### src/rtl/dm_arbiter.sv
// Round-robin arbiter and access sequencer in front of the 64 x 32-bit data RAM.
// Partial-byte stores become a read-modify-write; each finished access returns a one-cycle response.
module dm_arbiter (
  input  logic        clk_dm,
  input  logic        rst,
  input  logic        req0_valid,
  output logic        req0_ready,
  input  logic        req0_we,
  input  logic [5:0]  req0_addr,
  input  logic [31:0] req0_wdata,
  input  logic [3:0]  req0_be,
  input  logic        req1_valid,
  output logic        req1_ready,
  input  logic        req1_we,
  input  logic [5:0]  req1_addr,
  input  logic [31:0] req1_wdata,
  input  logic [3:0]  req1_be,
  output logic        rsp0_valid,
  output logic [31:0] rsp0_rdata,
  output logic        rsp1_valid,
  output logic [31:0] rsp1_rdata,
  output logic        Mem_Write,
  output logic [5:0]  DM_Addr,
  output logic [31:0] M_W_Data,
  input  logic [31:0] M_R_Data
);

  typedef enum logic [1:0] {IDLE, RD, WR, MW} state_e;

  state_e      state_q;
  logic        last_q;
  logic        port_q;
  logic        we_q;
  logic [5:0]  addr_q;
  logic [31:0] wdata_q;
  logic [3:0]  be_q;
  logic        memWrite_q;
  logic [31:0] wData_q;
  logic        rsp0Valid_q, rsp1Valid_q;
  logic [31:0] rsp0Rdata_q, rsp1Rdata_q;

  logic        grantValid;
  logic        grantPort;
  logic        selWe;
  logic [5:0]  selAddr;
  logic [31:0] selWdata;
  logic [3:0]  selBe;
  logic [31:0] mask;
  logic [31:0] merged_d;

  // On a tie the port that did not win last time is granted.
  always_comb begin
    grantValid = 1'b0;
    grantPort  = 1'b0;
    if (state_q == IDLE) begin
      if (req0_valid && req1_valid) begin
        grantValid = 1'b1;
        grantPort  = ~last_q;
      end else if (req0_valid) begin
        grantValid = 1'b1;
        grantPort  = 1'b0;
      end else if (req1_valid) begin
        grantValid = 1'b1;
        grantPort  = 1'b1;
      end
    end
  end

  assign selWe    = grantPort ? req1_we    : req0_we;
  assign selAddr  = grantPort ? req1_addr  : req0_addr;
  assign selWdata = grantPort ? req1_wdata : req0_wdata;
  assign selBe    = grantPort ? req1_be    : req0_be;

  assign mask     = {{8{be_q[3]}}, {8{be_q[2]}}, {8{be_q[1]}}, {8{be_q[0]}}};
  assign merged_d = (M_R_Data & ~mask) | (wdata_q & mask);

  assign req0_ready = grantValid & ~grantPort;
  assign req1_ready = grantValid & grantPort;
  assign rsp0_valid = rsp0Valid_q;
  assign rsp1_valid = rsp1Valid_q;
  assign rsp0_rdata = rsp0Rdata_q;
  assign rsp1_rdata = rsp1Rdata_q;
  assign Mem_Write  = memWrite_q;
  assign DM_Addr    = addr_q;
  assign M_W_Data   = wData_q;

  always_ff @(posedge clk_dm) begin
    if (rst) begin
      state_q     <= IDLE;
      last_q      <= 1'b1;
      port_q      <= 1'b0;
      we_q        <= 1'b0;
      addr_q      <= '0;
      wdata_q     <= '0;
      be_q        <= '0;
      memWrite_q  <= 1'b0;
      wData_q     <= '0;
      rsp0Valid_q <= 1'b0;
      rsp1Valid_q <= 1'b0;
      rsp0Rdata_q <= '0;
      rsp1Rdata_q <= '0;
    end else begin
      rsp0Valid_q <= 1'b0;
      rsp1Valid_q <= 1'b0;
      memWrite_q  <= 1'b0;
      case (state_q)
        IDLE: begin
          if (grantValid) begin
            port_q  <= grantPort;
            last_q  <= grantPort;
            we_q    <= selWe;
            addr_q  <= selAddr;
            wdata_q <= selWdata;
            be_q    <= selBe;
            // An all-zero byte mask still completes through WR, just without a RAM write.
            if (selWe && (selBe == 4'hF || selBe == 4'h0)) begin
              state_q    <= WR;
              memWrite_q <= (selBe != 4'h0);
              wData_q    <= selWdata;
            end else begin
              state_q <= RD;
            end
          end
        end
        RD: begin
          if (we_q) begin
            wData_q    <= merged_d;
            memWrite_q <= 1'b1;
            state_q    <= MW;
          end else begin
            state_q <= IDLE;
            if (port_q) begin
              rsp1Valid_q <= 1'b1;
              rsp1Rdata_q <= M_R_Data;
            end else begin
              rsp0Valid_q <= 1'b1;
              rsp0Rdata_q <= M_R_Data;
            end
          end
        end
        WR, MW: begin
          state_q <= IDLE;
          if (port_q) begin
            rsp1Valid_q <= 1'b1;
            rsp1Rdata_q <= wData_q;
          end else begin
            rsp0Valid_q <= 1'b1;
            rsp0Rdata_q <= wData_q;
          end
        end
        default: state_q <= IDLE;
      endcase
    end
  end

endmodule
### config.mk
export PLATFORM = sky130hd
export DESIGN_NAME = dm_arbiter
export DESIGN_NICKNAME = d
export VERILOG_FILES = /design/src/rtl/dm_arbiter.sv
export SDC_FILE = /design/constraint.sdc
export NUM_CORES = 1
export LEC_CHECK = 0
export BUFFER_PORTS_ARGS = -buffer_cell sky130_fd_sc_hd__clkbuf_2
export CORE_UTILIZATION = 35
export DETAILED_ROUTE_END_ITERATION = 12
export PLACE_DENSITY = 0.7
export SLEW_MARGIN = 20
export SYNTH_ARGS = -nofsm -noshare
export SYNTH_HDL_FRONTEND = slang
export SYNTH_SLANG_ARGS = --single-unit
export TNS_END_PERCENT = 100
### constraint.sdc
create_clock -name clk_dm -period 2.1 [get_ports clk_dm]
set_clock_uncertainty 0.2 [all_clocks]
set_input_delay 0.105 -clock clk_dm [delete_from_list [all_inputs] [get_ports clk_dm]]
set_output_delay 0.105 -clock clk_dm [all_outputs]
set_load 0.03 [all_outputs]
## Word level (Yosys, flattened, before mapping)

Index checks and enable logic that the tools add are counted.

- Register bits: 146
- Input bits: 122

- Eq/ne operators: 12
- Mux-type cells: 37
- Bitwise operators: 8
- Reduce and logical (&&, ||, !) cells: 13

Operator list:

| operator | count |
|---|---|
| 32-bit 2-to-1 mux | 10 |
| 32-bit one-hot mux with 2 select lines | 3 |
| 32-bit bitwise AND | 2 |
| 32-bit NOT | 1 |
| 32-bit OR | 1 |
| 1-bit 2-to-1 mux | 15 |
| 2-bit != test, second input constant | 7 |
| 4-bit AND reduction | 3 |
| 2-bit 2-to-1 mux | 3 |
| 6-bit 2-to-1 mux | 1 |
| 1-bit one-hot mux with 2 select lines | 3 |
| 2-bit one-hot mux with 3 select lines | 1 |
| 2-bit equality test, second input constant | 2 |
| 4-bit equality test, second input constant | 1 |
| 4-bit zero test | 1 |
| 4-bit 2-to-1 mux | 1 |
| 2-bit nonzero test | 2 |
| 4-bit nonzero test | 1 |
| 1-bit bitwise AND | 2 |
| 2-bit by 1-bit equality test with 1-bit output, second input constant | 1 |
| 1-bit logical AND | 2 |
| 2-bit zero test | 1 |
| 2-bit by 1-bit != test with 1-bit output, second input constant | 1 |
| 1-bit NOT | 2 |
| other kinds (3) | 3 |

## Longest topological paths before layout

- Depth in word-level cells: 11
- Gate-level depth with buffers: 7

## Worst setup path after synthesis

Ideal clock, no wire load.

- Kind: reg-to-reg
- From: reg state_q[1]
- To: reg wData_q[10], in the netlist M_W_Data[10]
- Setup time: 72 ps
- Arrival: 1561 ps
- Required time: 1828 ps
- Path slack: 267 ps
- Cell stages (with the launch flop): 6
- Buffers on the path: 1
- Clock period less this slack: 1833 ps
- Cells stage by stage: dfxtp_1 > a211oi_2 > a221oi_4 > o31ai_4 > buf_6 > mux2i_1

- Cells in the longest elaborated chain, start to end: 8
- Elaborated cells on any way between the ends: 19
- Those cells by class: 5 x eq/ne; 8 x mux; 6 x reduce/logical

Ends and longest elaborated chain:

| element | RTL line | RTL |
|---|---|---|
| from (decl) | 30 | `state_e state_q;` |
| from (signal assigned) | 89 | `state_q <= IDLE;` |
| from (signal assigned) | 117 | `state_q <= WR;` |
| from (signal assigned) | 121 | `state_q <= RD;` |
| 2-bit zero test | 55, 106 |  |
| 1-bit 2-to-1 mux | 55 | `if (state_q == IDLE) begin` |
| 4-bit 2-to-1 mux | 72 | `assign selBe = grantPort ? req1_be : req0_be;` |
| 4-bit equality test or 4-bit zero test (tied branches) | 116 | `if (selWe && (selBe == 4'hF \|\| selBe == 4'h0)) begin` |
| 1-bit logical OR | 116 |  |
| 1-bit logical AND | 116 |  |
| 2-bit by 1-bit != test with 1-bit output (no source line) | - |  |
| 4-bit AND reduction (no source line) | - |  |
| to (signal assigned) | 119 | `wData_q <= selWdata;` |
| to (signal assigned) | 127 | `wData_q <= merged_d;` |
| to (decl) | 38 | `logic [31:0] wData_q;` |

Several ways; a longest one is shown, not always the timed one. The select of a mux whose other input is x is not followed.
A chain may end at the register's enable or synchronous reset.

## Worst setup path in the final report

- From: in req0_be[0]
- To: reg wData_q[28], in the netlist M_W_Data[28]

- Cells in the longest elaborated chain, start to end: 6
- Elaborated cells on any way between the ends: 7
- Those cells by class: 2 x eq/ne; 1 x mux; 4 x reduce/logical

Ends and longest elaborated chain:

| element | RTL line | RTL |
|---|---|---|
| from (decl) | 11 | `input logic [3:0] req0_be,` |
| 4-bit 2-to-1 mux * | 72 |  |
| 4-bit equality test or 4-bit zero test (tied branches) | 116 |  |
| 1-bit logical OR * | 116 |  |
| 1-bit logical AND * | 116 |  |
| 2-bit by 1-bit != test with 1-bit output (no source line) * | - |  |
| 4-bit AND reduction (no source line) * | - |  |

Every way passes the cells marked *; elsewhere a longest branch is shown, timed or not.

==> impl_metrics.env <==
export IMPL_worst_hold_path_endpoint="rsp1_rdata[0]"
export IMPL_filler_cell_count=1772
export IMPL_min_from="M_R_Data[0]"
export IMPL_cp_peak_stage_delay_ns=0.55
export IMPL_num_vias=7091
export IMPL_cts_root_buffer="clkbuf_16"
export IMPL_holdCritPathClass="in -> reg"
export IMPL_netlist_top_cell_by_area="dfxtp_1"
export IMPL_start_util=0.358
export IMPL_port_buffers=228
export IMPL_maximum_number_of_pins_on_one_net_before_global_route_repair=77
export IMPL_die_height_um=143
export IMPL_firstDrtPassIters=4
export IMPL_reg2reg_depth=6
export IMPL_timing_final_crit_share=0.990
export IMPL_worst_setup_path_start_kind="input pin"
export IMPL_count_of_flip_flops_with_a_built_in_enable_after_synthesis=0
export IMPL_cts_max_path_buffers=2
export IMPL_cts_tree="yes"
export IMPL_setup_tns_ns=0
export IMPL_postSynthAreaPerCell_sq_um=8.82
export IMPL_finalWirelength_um=22200
export IMPL_cts_buffers_inserted=17
export IMPL_first_iter_violations=357
export IMPL_cp_slowest_cell="or4_4"
export IMPL_synthCells=793
export IMPL_synth_seq_cells=146
export IMPL_power_density_mw_per_mm2=900
export IMPL_worst_r2r_startpoint="state_q[0]"
export IMPL_sum_of_net_half_perimeters_after_detailed_placement_um=14400
export IMPL_min_period_ns=2.08
export IMPL_synth_async_reset_ratio=0
export IMPL_worst_skew_pair_late_latency_ns=0.41
export IMPL_timing_max_slew_rel_slack=0.571
export IMPL_sort_of_element_at_the_end_of_the_critical_path="flop"
export IMPL_grt_antenna_before_repair=0
export IMPL_run_status="complete, no violations"
export IMPL_whs_ns=0.0291
export IMPL_dieWidth_um=143
export IMPL_io_pin_count=229
export IMPL_gr_total_overflow=0
export IMPL_first_pass_grt_wire_length_um=34800
export IMPL_critical_path_class="in -> reg"
export IMPL_dr_wl_cell_um=16.0
export IMPL_critical_path_required_ns=2.19
export IMPL_ir_worst_vdd_mv=0.488
export IMPL_critPathArrivalTime_ns=2.17
export IMPL_cts_sink_count=146
export IMPL_areaGrowthSynthToFinish_pct=47.3
export IMPL_critical_path_reg2reg_endpoint="M_W_Data[28]"
export IMPL_placed_cells_incl_taps=1233
export IMPL_drc=0
export IMPL_seq_area_frac_synth=0.418
export IMPL_vias_per_cell=5.12
export IMPL_setup_reg_to_reg_worst_slack_ns=0.10
export IMPL_crit_path_cells="dlygate4sd3_1 -> clkbuf_2 -> or4_4 -> a221oi_4 -> o31ai_4 -> buf_12 -> mux2i_1"
export IMPL_leakage_nw=4.54
export IMPL_gp_routability_congestion=0.787
export IMPL_critical_path_peak_fanout=32
export IMPL_hold_violations=0
export IMPL_final_antenna_net_count=0
export IMPL_fmax_mhz=481
export IMPL_layout_cells_non_filler=1384
export IMPL_yosysWarningCount=0
export IMPL_grt_util_all_layers=0.216
export IMPL_synthesis_nets=915
export IMPL_floorplan_core_area_sq_mm=0.0195
export IMPL_mappedNetlistArea_sq_mm=0.00699
export IMPL_number_of_distinct_library_cell_variants_in_the_gate_level_netlist_after_synthesis=37
export IMPL_final_net_count=1228
export IMPL_synth_largest_type_area_fraction=0.418
export IMPL_rsz0062_at_grt="no"
export IMPL_layout_drive_gt1_share=0.266
export IMPL_cts_htree_levels=4
export IMPL_worst_setup_hold_path_clk_slew_ns=0.06
export IMPL_final_setup_viol_count=0
export IMPL_maxCapViolations=0
export IMPL_slew_violations=0
export IMPL_antenna_cells=0
export IMPL_floorplan_die_area_sq_mm=0.0205
export IMPL_first_global_vias=6944
export IMPL_critical_path_startpoint="req0_be[0]"
export IMPL_dominant_register_cell_in_the_synthesized_netlist="dfxtp_1"
export IMPL_slew_of_the_pin_with_the_lowest_slew_margin_ns=0.642
export IMPL_worst_hold_path_depth=3
export IMPL_placement_rows=51
export IMPL_biggest_area_contributors_in_the_synthesized_netlist="dfxtp_1 (42%), mux2i_1 (14%), a211oi_1 (6.9%)"
power breakdown:
group	total (W)	leakage (nW)	switching, W	internal (W)
Sequential	0.00332	1.20	0.000218	0.00310
Clock	0.00336	0.310	0.00119	0.00217
Combinational	0.00259	3.04	0.00156	0.00103
how the worst max path moves through the flow:
stage	end	slack, ns	cells past startpoint
6_report	M_W_Data[28]	0.02	7
3_3_place_gp	M_W_Data[21]	0.21	6
4_1_cts	req1_ready	0.03	5
2_1_floorplan	M_W_Data[10]	0.27	5
3_5_place_dp	M_W_Data[28]	0.15	5
5_1_grt	req1_ready	0.01	5
synth_stat cells, types with 3 or more instances:
cell	number
a21oi_1	43
buf_1	7
o22ai_1	6
buf_6	3
a21boi_1	7
a21boi_0	27
a311oi_1	5
and3_1	34
nor2_1	105
mux2i_1	96
dfxtp_1	146
nand2b_1	34
inv_1	3
nor3b_1	7
a211oi_1	64
nor3_1	65
nand2_1	19
buf_2	21
clkbuf_1	46
o31ai_1	32
nor2b_1	4
what timing repair did:
item                                    CTS  global route
buffers inserted                          1             0
hold buffers                            118             0
pin swaps                                 1             1
endpoints found under the setup margin    1            14
hold endpoints to repair                137             0
gates resized for setup                   1             1
metrics by stage:
step	util	power [W]	worst slack [ns]	area (sq um)
floorplan	-	0.00500	0.267	6990
global route	0.528	0.00973	0.0104	10300
finish	0.528	0.00927	0.0204	10300
detailed placement	0.433	0.00576	0.151	8460
global placement	0.433	0.00573	0.206	8460
CTS	0.527	0.00932	0.0267	10300
critical path, delay by kind of cell:
| kind | cells | cell delay (ns) |
|---|---|---|
| simple gates | 1 | 0.55 |
| buf+inv | 3 | 0.85 |
| compound gates | 2 | 0.43 |
| mux | 1 | 0.17 |
flip-flops by register name, summed over array words and instances (netlist names):
name / cells
rsp0_rdata: 32
Mem_Write: 1
rsp1_valid: 1
rsp1_rdata: 32
last_q: 1
we_q: 1
state_q: 2
M_W_Data: 32
wdata_q: 32
DM_Addr: 6
port_q: 1
rsp0_valid: 1
be_q: 4
layout by cell type, fill, tap and decap left out, drive strengths merged, types with 2 or more instances in the layout:
| master | count |
|---|---|
| clkbuf | 249 |
| nor2b | 4 |
| nand2b | 34 |
| nand2 | 19 |
| bufinv | 5 |
| dlygate4sd3 | 118 |
| clkinvlp | 2 |
| nand4 | 2 |
| buf | 27 |
| o31ai | 33 |
| a21oi | 43 |
| o22ai | 6 |
| and3 | 34 |
| nor3 | 66 |
| a21boi | 34 |
| dfxtp | 146 |
| nor3b | 7 |
| inv | 4 |
| or4 | 2 |
| clkinv | 3 |
| mux2i | 96 |
| nor2 | 106 |
| a311oi | 5 |
| or3 | 2 |
| a211oi | 66 |
per-layer routing:
| layer | GRT usage | part of all wire | wire, um |
|---|---|---|---|
| met5 | 0 | 0 | 0 |
| met4 | 0.0750 | 0.019 | 429 |
| met3 | 0.0483 | 0.052 | 1150 |
| met2 | 0.382 | 0.50 | 11000 |
| met1 | 0.255 | 0.43 | 9630 |
cell families (layout without fill, tap and decap cells):
family                 count (synthesis)  count (layout)  synth area share
AOI/OAI and AO/OA                    190             190             0.195
DFF                                  146             146             0.418
and+or+nand+nor                      279             279             0.198
buffers and inverters                 82             408            0.0515
muxes                                 96              96             0.137
final cells by class:
class | instances | area (sq um) | share of cell area
clock buffers | 22 | 464 | 0.0451
clock inverters | 10 | 180 | 0.0175
inverters | 4 | 17.5 | 0.00170
multi-input cells | 565 | 3760 | 0.365
flip-flops and latches | 146 | 2930 | 0.284
well taps | 265 | 332 | 0.0322
repair buffers | 372 | 2620 | 0.254
(Power assumes the default switching activity.)
